## config.mk

```make
export PLATFORM = sky130hd
export DESIGN_NAME = tx_deserializer
export DESIGN_NICKNAME = d
export VERILOG_FILES = /design/src/rtl/tx_deserializer.sv
export SDC_FILE = /design/constraint.sdc
export NUM_CORES = 1
export LEC_CHECK = 0
export BUFFER_PORTS_ARGS = -buffer_cell sky130_fd_sc_hd__buf_2
export CAP_MARGIN = 20
export CORE_UTILIZATION = 45
export DETAILED_ROUTE_END_ITERATION = 16
export MAX_ROUTING_LAYER = met4
export PLACE_DENSITY = 0.76
export SETUP_SLACK_MARGIN = 0.3
export SYNTH_ARGS = -nofsm -noshare
export SYNTH_HDL_FRONTEND = slang
export SYNTH_SLANG_ARGS = --single-unit
export TNS_END_PERCENT = 20
```

## constraint.sdc

```tcl
create_clock -name clk -period 2.3 [get_ports clk]
set_input_delay 0.46 -clock clk [delete_from_list [all_inputs] [get_ports clk]]
set_output_delay 0.46 -clock clk [all_outputs]
set_load 0.01 [all_outputs]
```

## src/rtl/tx_deserializer.sv

```systemverilog
// Assembles 4-word framed 32-bit input into 128-bit transactions and spaces output pulses by MIN_GAP.
// Optional framing-error counter enabled by defining TX_DESER_ERR_CNT_EN.
//
// state   | meaning
// COLLECT | accepting words of a frame (s_ready = 1)
// HOLD    | complete frame pending until the gap check passes (s_ready = 0)
// DROP    | discarding the tail of an over-long frame up to s_last (s_ready = 1)
module tx_deserializer #(
  parameter int unsigned MIN_GAP = 8
) (
  input  logic         clk,
  input  logic         rst,
  input  logic         s_valid,
  output logic         s_ready,
  input  logic [31:0]  s_data,
  input  logic         s_last,
  output logic         o_valid,
  output logic [127:0] o_transaction,
  output logic [15:0]  o_err_cnt
);

  typedef enum logic [1:0] {COLLECT, HOLD, DROP} state_t;

  localparam logic [7:0] GAP_THR = 8'(MIN_GAP - 1);

  state_t       state_q, state_d;
  logic [1:0]   idx_q, idx_d;
  logic [95:0]  part_q, part_d;
  logic [31:0]  pend_q, pend_d;
  logic [127:0] out_q, out_d;
  logic         valid_q, valid_d;
  logic [7:0]   gap_q, gap_d;
  logic         ready_q;
  logic         xfer;
  logic         gap_ok;

  assign xfer          = s_valid && ready_q;
  assign gap_ok        = (gap_q >= GAP_THR);
  assign s_ready       = ready_q;
  assign o_valid       = valid_q;
  assign o_transaction = out_q;

  always_comb begin
    state_d = state_q;
    idx_d   = idx_q;
    part_d  = part_q;
    pend_d  = pend_q;
    out_d   = out_q;
    valid_d = 1'b0;
    case (state_q)
      COLLECT: begin
        if (xfer) begin
          if (idx_q != 2'd3) begin
            if (s_last) begin
              idx_d = 2'd0;
            end else begin
              // shift-in keeps word 0 in the MSBs once three words are held
              part_d = {part_q[63:0], s_data};
              idx_d  = idx_q + 2'd1;
            end
          end else begin
            idx_d = 2'd0;
            if (s_last) begin
              if (gap_ok) begin
                out_d   = {part_q, s_data};
                valid_d = 1'b1;
              end else begin
                pend_d  = s_data;
                state_d = HOLD;
              end
            end else begin
              state_d = DROP;
            end
          end
        end
      end
      HOLD: begin
        if (gap_ok) begin
          out_d   = {part_q, pend_q};
          valid_d = 1'b1;
          state_d = COLLECT;
        end
      end
      DROP: begin
        if (xfer && s_last) begin
          state_d = COLLECT;
          idx_d   = 2'd0;
        end
      end
      default: begin
        state_d = COLLECT;
        idx_d   = 2'd0;
      end
    endcase
  end

  always_comb begin
    if (valid_d)
      gap_d = 8'd0;
    else if (gap_q == 8'hFF)
      gap_d = gap_q;
    else
      gap_d = gap_q + 8'd1;
  end

  always_ff @(posedge clk or negedge rst) begin
    if (!rst) begin
      state_q <= COLLECT;
      idx_q   <= 2'd0;
      part_q  <= '0;
      pend_q  <= '0;
      out_q   <= '0;
      valid_q <= 1'b0;
      gap_q   <= 8'hFF;
      ready_q <= 1'b0;
    end else begin
      state_q <= state_d;
      idx_q   <= idx_d;
      part_q  <= part_d;
      pend_q  <= pend_d;
      out_q   <= out_d;
      valid_q <= valid_d;
      gap_q   <= gap_d;
      // registered from next state so it never depends combinationally on s_valid
      ready_q <= (state_d != HOLD);
    end
  end

`ifdef TX_DESER_ERR_CNT_EN
  logic        err_inc;
  logic [15:0] err_q;

  assign err_inc = xfer && (state_q == COLLECT) &&
                   (((idx_q != 2'd3) && s_last) || ((idx_q == 2'd3) && !s_last));

  always_ff @(posedge clk or negedge rst) begin
    if (!rst)
      err_q <= 16'd0;
    else if (err_inc && (err_q != 16'hFFFF))
      err_q <= err_q + 16'd1;
  end

  assign o_err_cnt = err_q;
`else
  assign o_err_cnt = 16'd0;
`endif

endmodule

```

## After elaboration in Yosys (flattened, before gate mapping)

Index checks and enable logic that the tools add are counted.

| cells by class | value |
|---|---|
| bitwise logic cells | 4 |
| shift operators | 0 |
| multiply operators | 0 |
| divide/modulo/power cells | 0 |
| equality and inequality tests | 12 |
| mux-type cells | 25 |
| magnitude comparators | 1 |
| $add $sub $neg | 2 |
| reduce and logical (&&, ||, !) cells | 8 |

Operator list:

| kind | number |
|---|---|
| $mux W128 | 5 |
| $pmux W128 S2 | 1 |
| $mux W2 | 10 |
| $mux W8 | 2 |
| $ne A2 B2 Y1 const B | 8 |
| $pmux W2 S3 | 2 |
| $add A8 B1 Y8 const B | 1 |
| $eq A8 B8 Y1 const B | 1 |
| $ge A8 B3 Y1 const B | 1 |
| $reduce_and A6 Y1 | 1 |
| $reduce_and A5 Y1 | 1 |
| $mux W1 | 4 |
| $not A1 Y1 | 4 |
| $reduce_and A4 Y1 | 1 |
| $reduce_and A3 Y1 | 1 |
| $add A2 B1 Y2 const B | 1 |
| $eq A2 B1 Y1 const B | 1 |
| $eq A2 B2 Y1 const B | 1 |
| $logic_and A1 B1 Y1 | 2 |
| $logic_not A2 Y1 | 1 |
| $ne A2 B1 Y1 const B | 1 |
| $pmux W1 S2 | 1 |
| $reduce_bool A2 Y1 | 1 |

| storage, ports and cells | value |
|---|---|
| bits in read-only memories | 0 |
| memories | 0 |
| word-level logic and storage cells | 60 |
| input port bits | 36 |
| register bits after elaboration | 270 |
| output and inout port bits | 146 |
| bits in writable memories | 0 |
| latch bits | 0 |

## Logic depth before layout (Yosys ltp)

Gate-level depths: netlist (run 1).

| depth | value |
|---|---|
| depth after elaboration | 7 |
| gate-level depth with buffers | 10 |
| gate-level depth less buffers | 6 |

## Worst setup path before layout (run 1)

Ideal clock, no wire load.

| timing path | value |
|---|---|
| kind | register to register |
| start point | register gap_q[7] |
| end point | register pend_q[10] |
| arrival time | 2.109 ns |
| setup time | 0.125 ns |
| slack | 0.066 ns |
| required time | 2.175 ns |
| path buffers | 2 |
| period minus slack after synthesis | 2.234 ns |
| cell stages (with the launch flop) | 7 |
| path through | dfstp_2 or4_1 or3_1 buf_6 nor4_4 buf_6 mux2_2 |

| between the ends | value |
|---|---|
| word-level cells in the longest chain between the ends | 3 |

Ends and longest elaborated chain:

| item | line | RTL |
|---|---|---|
| from (decl) | 32 | `logic [7:0] gap_q, gap_d;` |
| from (signal assigned) | 123 | `gap_q <= gap_d;` |
| $ge A8 B3 Y1 | 38 | `assign gap_ok = (gap_q >= GAP_THR);` |
| $not A1 Y1 (no line) | - |  |
| $reduce_and A5 Y1 (no line) | - |  |
| to (signal assigned) | 120 | `pend_q <= pend_d;` |
| to (decl) | 29 | `logic [31:0] pend_q, pend_d;` |

No other way between the ends.
A chain may end at the register's enable or synchronous reset.

## Worst setup path after layout (run 1)

| timing path | value |
|---|---|
| start point | register gap_q[7] |
| end point | register out_q[99], in the netlist o_transaction[99] |

| between the ends | value |
|---|---|
| word-level cells in the longest chain between the ends | 3 |
| elaborated cells between the ends (all ways) | 4 |
| classes of those cells | 1 x order compare; 2 x eq/ne; 1 x reduce/logical |

Ends and longest elaborated chain:

| item | line | RTL |
|---|---|---|
| $ge A8 B3 Y1 * | 38 |  |
| $ne A2 B2 Y1 (no line) | - |  |
| $reduce_and A6 Y1 (no line) * | - |  |
| to (signal assigned) | 121 | `out_q <= out_d;` |
| to (decl) | 30 | `logic [127:0] out_q, out_d;` |

Every way passes the cells marked *; elsewhere a longest branch is shown, timed or not.

==> summary.md, run 1 <==
| Metric | Value |
|---|---|
| Outcome | `completed` |
| Number of antenna-violating nets in the routed design | `0` |
| Max-Cap Viols | `0` |
| Reg2reg start | `gap_q[7]` |
| Synthesized area | `between 10000 and 15000 um^2` |
| Die Area | `approximately 25000 um^2` |
| Residual DRC | `0` |
| Net load switching power | `roughly 4.8 mW` |
| Row cnt | `56` |
| Vias | `6288` |
| Critical path fanouts, max | `28` |
| Crit path time final | `roughly 2.2 ns` |
| CP required | `between 2 and 3 ns` |
| Combinational share of power | `0.250` |
| Mean Syn Cell Area | `roughly 15 um^2` |
| Internal | `11.91 mW` |
| Pre-Repair DR Iteration Count | `4` |
| DIE HEIGHT | `about 160 um` |
| Hold path depth | `2` |
| Worst skew pair latency | `about 0.53 ns` |
| Warnings, synthesis | `0` |
| Xor and xnor area share after synthesis | `0.001627` |
| Worst hold path type | `input port to flop` |
| R2R cell count | `7` |
| # nets final | `~940` |
| H-tree depth | `1` |
| Seq cells post-synth | `between 200 and 300` |
| Worst setup EP type | `flop` |
| Switch share | `0.2885` |
| Top Ports | `182` |
| Adder-cell share of the synthesized area | `0.002325` |
| Multiplexer area fraction after synthesis | `0.2766` |
| Cts bufs inserted | `29` |
| Slew HR | `0.6152` |
| Sequential power share | `0.466` |
| Crit path launch | `gap_q[7]` |
| CTS tree | `yes` |
| Post-synthesis compound-gate area fraction | `0.03755` |
| Peak supply drop | `approximately 0.00070 V` |
| Number of global-route vias before repair | `6602` |
| Lkg Pwr | `approximately 6.4 nW` |
| Die width | `around 160 um` |
| DR iter-0 viols | `198` |
| Simple-gate portion of the synthesized area | `0.01848` |
| Most common cell after layout, fill and taps aside | `dfrtp_1` |
| Via density | `slightly above 5` |
| Hold Crit Start | `s_data[19]` |
| Largest net degree at the start of global routing | `62` |
| Clock Skews | `between 0.01 and 0.015 ns` |
| R2R setup slack | `0.09 ns` |
| Final WL | `about 22000 um` |
| Power per Cell Area | `1265 nW/um^2` |
| Clock tree buffer depth | `3` |
| Fin cells | `1236` |
| I/O Buffers | `around 170` |
| Clock share of power | `0.284` |
| Drt wl/cell | `about 18 um` |
| Cells after Synth | `roughly 700` |
| CTS sink count | `between 200 and 300` |
| Core Footprint | `between 20000 and 25000 um^2` |
| Max-slew violations | `0` |
| Critical R2R Capture | `o_transaction[99]` |
| Fmax | `about 0.45 GHz` |
| Final HPWL DP | `about 14000 um` |
| Synth Flop Type | `dfrtp_1` |
| Placed insts | `1181` |
| Hold endpoint | `pend_q[19]` |
| Post-synthesis cell type count | `36` |
| Area of the multi-input gates | `3752 um^2` |
| WP data arrival | `approximately 2.6 ns` |
| Sequential Area | `between 6000 and 7000 um^2` |
| Number of inserted diodes | `0` |
| Share of layout cells above drive strength 1 | `0.5289` |
| Seq/Total Area, Yosys | `0.6286` |
| Slew @ Worst Pin | `~0.58 ns` |
| Fillers | `1901` |
| Endpoints failing hold | `0` |
| Final period util | `0.9613` |
| GRT overflow | `0` |
| Clock transition at path regs | `~0.06 ns` |
| Critical path class | `flop to flop` |
| GRT Util Overall | `0.1890` |
| Synth-to-layout area growth | `22.92%` |
| Most frequent cells in the layout | `262 x dfrtp_1, 185 x mux2_2, 164 x buf_2` |
| # setup viols final | `0` |
| Initial Util | `0.4586` |
| Largest family of logic cells by synthesized area | `multiplexers` |
| Worst hold margin | `0.1873 ns` |
| CP startpoint kind | `flop` |
| Initial antenna violation count | `0` |
| EDFF count, synth | `0` |
| GP Congestion | `roughly 0.76` |
| Asr flop ratio synth | `1.000` |
| RSZ-0062 raised after global routing | `yes` |
| Clock Tree Root | `clkbuf_16` |
| First-pass GRT wire length | `around 36000 um` |
[how the worst max path moves through the flow]
stage                              endpoint  slack (ns)  cells past startpoint
after floorplan                  pend_q[10]        0.07                      6
after global placement           pend_q[17]       -0.04                      5
after detailed placement         pend_q[30]        -0.1                      5
after CTS                        pend_q[30]        0.06                      6
after global routing             pend_q[17]        0.03                      6
final                     o_transaction[99]        0.09                      7
[registers in the layout, summed over array words and instances (netlist names)]
| signal | count |
|---|---|
| idx_q | 2 |
| o_transaction | 128 |
| s_ready | 1 |
| pend_q | 32 |
| part_q | 96 |
| o_valid | 1 |
| state_q | 2 |
| gap_q | 8 |
[through the flow]
| stage | TNS (ns) | power, mW | setup WS, ns | util | area [um^2] |
|---|---|---|---|---|---|
| after CTS | 0 | 16.94 | 0.06003 | 0.5623 | 13200 |
| after detailed placement | -1.446 | 12.08 | -0.09761 | 0.5159 | 12110 |
| after floorplan | 0 | 10.17 | 0.06620 | - | 10820 |
| after global placement | -0.6071 | 11.86 | -0.04051 | 0.5159 | 12110 |
| after global routing | 0 | 17.70 | 0.02918 | 0.5637 | 13230 |
| final | 0 | 16.73 | 0.08898 | 0.5637 | 13230 |
[Yosys cell counts (2+ instances only)]
cell	count	share of area
a211oi_1	2	0.0014
a21oi_1	67	0.031
a31oi_1	2	0.0012
and2_1	2	0.0012
and3_1	6	0.0035
buf_1	6	0.0021
buf_2	8	0.0037
buf_4	16	0.011
buf_6	10	0.010
clkbuf_1	14	0.0049
dfrtp_1	262	0.61
dfstp_2	8	0.020
ha_1	2	0.0023
inv_1	5	0.0017
mux2_2	195	0.20
mux2_4	30	0.042
mux2i_1	32	0.030
nand2_1	5	0.0017
nand3_1	5	0.0023
nor2_1	10	0.0035
nor3_1	3	0.0014
[critical path, cell delays in order (launching register included)]
cell and delay (ns):
dfstp_2 0.37, or4_1 0.50, or3_4 0.36, buf_4 0.16
nand2_4 0.10, inv_8 0.09, buf_16 0.18, mux2_4 0.31
[kinds of logic (layout without fill, tap and decap cells)]
family / after synthesis / in the layout
flops: 270 / 270
mux: 258 / 258
compound gates: 76 / 76
buf+inv: 60 / 257
simple gates: 36 / 36
fa+ha+maj: 2 / 2
xor+xnor: 2 / 2
other cells: 1 / 16
[layer usage]
metal	up-vias	wire, um	GRT usage	part of all wire
met5	-	0	-	0
met4	0	484	0.04622	0.022
met3	39	861	0.03212	0.039
met2	136	10490	0.2997	0.48
met1	3245	10060	0.2537	0.46
li1	2868	-	-	-
[area by class of cell]
type                       instances  area share
clock buffer                      43     0.06563
clock inverter                     7    0.008983
inverter                           6    0.002270
multi-input combinational        390      0.2836
sequential                       270      0.5114
tap                              319     0.03017
timing repair buffer             201     0.09797
[timing repair]
| item | in CTS | in global routing |
|---|---|---|
| pin swaps | 1 | 1 |
| buffers inserted | 3 | 0 |
| endpoints found under the setup margin | 156 | 199 |
| hold buffers | 1 | 0 |
| cloned | 1 | 0 |
| gates resized for setup | 17 | 7 |
| hold endpoints to repair | 49 | 0 |
[power by group through the flow]
stage	logic, mW	registers [mW]	clock network, mW
after floorplan	2.12	8.05	0
after global placement	4.07	7.79	0
after detailed placement	4.22	7.86	0
after CTS	4.25	7.81	4.88
after global routing	4.61	8.04	5.05
final	4.19	7.80	4.75
Power figures use the tool's default switching activity.
==> run 2: changes to the inputs <==
CELL_PAD_IN_SITES_DETAIL_PLACEMENT = 1   (was unset)
CELL_PAD_IN_SITES_GLOBAL_PLACEMENT = 2   (was unset)
CORE_UTILIZATION = 36   (was 45)
GPL_TIMING_DRIVEN = 0   (was unset)
PLACE_DENSITY = 0.83   (was 0.76)
==> run 2 against run 1 <==
Net effect: hold slack got worse by 0.017 ns; power increased by 5.3%; critical endpoint is now pend_q[10]; register-to-register slack got worse by 0.07 ns; clock power about the same.
==> summary.md, run 2 (synthesized netlist as in run 1, its figures left out) <==
| Metric | Value |
|---|---|
| Outcome | `completed` |
| Power per Cell Area | `~1200 nW/um^2` |
| Most frequent cells in the layout | `262 x dfrtp_1, 166 x buf_2, 118 x mux2_4` |
| Synth-to-layout area growth | `34.63%` |
| Worst skew pair latency | `approximately 0.55 ns` |
| Initial Util | `0.3700` |
| Top Ports | `roughly 180` |
| Clock Skews | `around 0.018 ns` |
| Placed insts | `1271` |
| Number of global-route vias before repair | `7149` |
| Final core utilization | `0.4982` |
| Vias | `roughly 6600` |
| Slew @ Worst Pin | `~0.60 ns` |
| Largest net degree at the start of global routing | `about 110` |
| Sequential power share | `0.447` |
| Die width | `174.9 um` |
| CTS sink count | `between 200 and 300` |
| Clock Tree Root | `clkbuf_16` |
| Cts bufs inserted | `30` |
| Clock tree buffer depth | `3` |
| Max-Cap Viols | `0` |
| First-pass GRT wire length | `roughly 43000 um` |
| RSZ-0062 raised after global routing | `yes` |
| GP Congestion | `slightly above 0.7` |
| Combinational share of power | `0.285` |
| CP peak stage delay | `slightly below 0.5 ns` |
| Critical path class | `flop to flop` |
| Endpoints failing hold | `0` |
| Peak supply drop | `roughly 0.00057 V` |
| Net load switching power | `about 5.3 mW` |
| Row cnt | `62` |
| Max-slew violations | `0` |
| Internal | `around 12 mW` |
| WP depth | `7` |
| I/O Buffers | `~170` |
| Slew HR | `0.6006` |
| GRT met2 Usage | `0.3082` |
| WP buf/inv | `3` |
| Residual DRC | `0` |
| Hold path depth | `2` |
| Worst setup EP type | `flop` |
| Final period util | `0.9915` |
| Drt wl/cell | `roughly 20 um` |
| Core Footprint | `29090 um^2` |
| DR iter-0 viols | `282` |
| WP data arrival | `between 2 and 3 ns` |
| CP required | `2.72 ns` |
| Critical path's slowest cell | `or4_1` |
| Via density | `around 4.9` |
| GRT Util Overall | `0.1895` |
| Number of flip-flops in the largest register | `128` |
| Die Area | `around 31000 um^2` |
| Fmax | `0.4385 GHz` |
| Share of layout cells above drive strength 1 | `0.6027` |
| GRT overflow | `0` |
| Worst hold path type | `input port to flop` |
| DIE HEIGHT | `174.9 um` |
| Switch share | `0.3000` |
| Final HPWL DP | `17160 um` |
| Grt met3 use | `0.03525` |
| # nets final | `a little under 1000` |
| Most common cell after layout, fill and taps aside | `dfrtp_1` |
| Cells along the critical path | `or4_1 -> or3_1 -> buf_6 -> nor4_4 -> buf_4 -> buf_12 -> mux2_2` |
| CTS tree | `yes` |
| Grt met1 use | `0.2433` |
| GRT Max-Usage Layer | `met2` |
| Crit path time final | `about 2.3 ns` |
| Number of antenna-violating nets in the routed design | `0` |
| Critical path fanouts, max | `10` |
| Clock transition at path regs | `about 0.060 ns` |
| # setup viols final | `0` |
| Lkg Pwr | `around 6.9 nW` |
| Clock share of power | `0.269` |
| Final WL | `approximately 28000 um` |
| CP startpoint kind | `flop` |
| Initial antenna violation count | `2` |
| Fin cells | `about 1400` |
| H-tree depth | `1` |
| CP delay by family, top | `simple AND/OR/NAND/NOR gates` |
| Pre-Repair DR Iteration Count | `4` |
| R2R cell count | `7` |
run 2: cell count changes in the layout (fill, tap and decap cells not counted), sizes merged:
cell / before / now
buf: 200 / 227
diode: 0 / 2
clkinv: 1 / 6
clkinvlp: 2 / 0
bufinv: 3 / 1
clkbuf: 43 / 67
run 2: area by class of cell:
class	count	area [um^2]
fill	2899	14600
sequential	270	6766
multi-input combinational	390	4312
timing repair buffer	193	1261
clock buffer	48	919.6
buffer	54	648.1
tap	384	480.5
clock inverter	8	68.82
inverter	6	30.03
antenna	2	5.005
run 2: final timing paths:
check	start	endpoint	slack (ns)
worst max-delay path	gap_q[7]	pend_q[10]	0.02
min in group asynchronous	rst	o_transaction[103]	0.43
worst max register to register	gap_q[7]	pend_q[10]	0.02
worst min-delay path	s_data[23]	pend_q[23]	0.17
worst min register to register	pend_q[7]	pend_q[7]	0.49
max in group asynchronous	rst	o_transaction[53]	0.97
run 2: metal layers:
metal,vias to the layer above,share of wire,wire length [um]
li1,2949,-,-
met1,3482,0.44,12350
met2,153,0.49,13660
met3,43,0.048,1337
met4,0,0.021,588
met5,-,0,0
run 2: power groups by stage:
stage	clock network (mW)	logic (mW)	registers (mW)
after CTS	4.86	4.97	7.85
after global routing	5.06	5.42	8.13
after global placement	0	4.12	7.77
after detailed placement	0	4.29	7.85
final	4.73	5.01	7.87
after floorplan	0	2.12	8.05
run 2: worst register-to-register path, stage by stage (launching register included):
cell,delay (ns)
dfstp_2,0.37
or4_1,0.49
or3_1,0.33
buf_6,0.15
nor4_4,0.15
buf_4,0.19
buf_12,0.14
mux2_2,0.33
run 2: through the flow:
| step | setup TNS [ns] | worst slack [ns] | total power, mW | area [um^2] | hold slack (ns) |
|---|---|---|---|---|---|
| 6_report | 0 | 0.01959 | 17.61 | 14490 | 0.1706 |
| 5_1_grt | -0.8906 | -0.06051 | 18.62 | 14490 | 0.1582 |
| 4_1_cts | -0.8210 | -0.05217 | 17.68 | 14250 | 0.1407 |
| 3_5_place_dp | -71.68 | -0.5817 | 12.15 | 12190 | 0.4104 |
| 3_3_place_gp | -1219.81 | -4.325 | 11.90 | 12130 | 0.4672 |
| 2_1_floorplan | 0 | 0.06620 | 10.17 | 10820 | 0.1644 |
run 2: what timing repair did:
| item | 4_1_cts | 5_1_grt |
|---|---|---|
| cloned | 5 | 2 |
| setup endpoints to repair | 268 | 242 |
| pin swaps | 36 | 27 |
| buffers inserted | 14 | 4 |
| gates resized for setup | 226 | 37 |
| hold endpoints to repair | 47 | 0 |
| hold buffers | 1 | 0 |
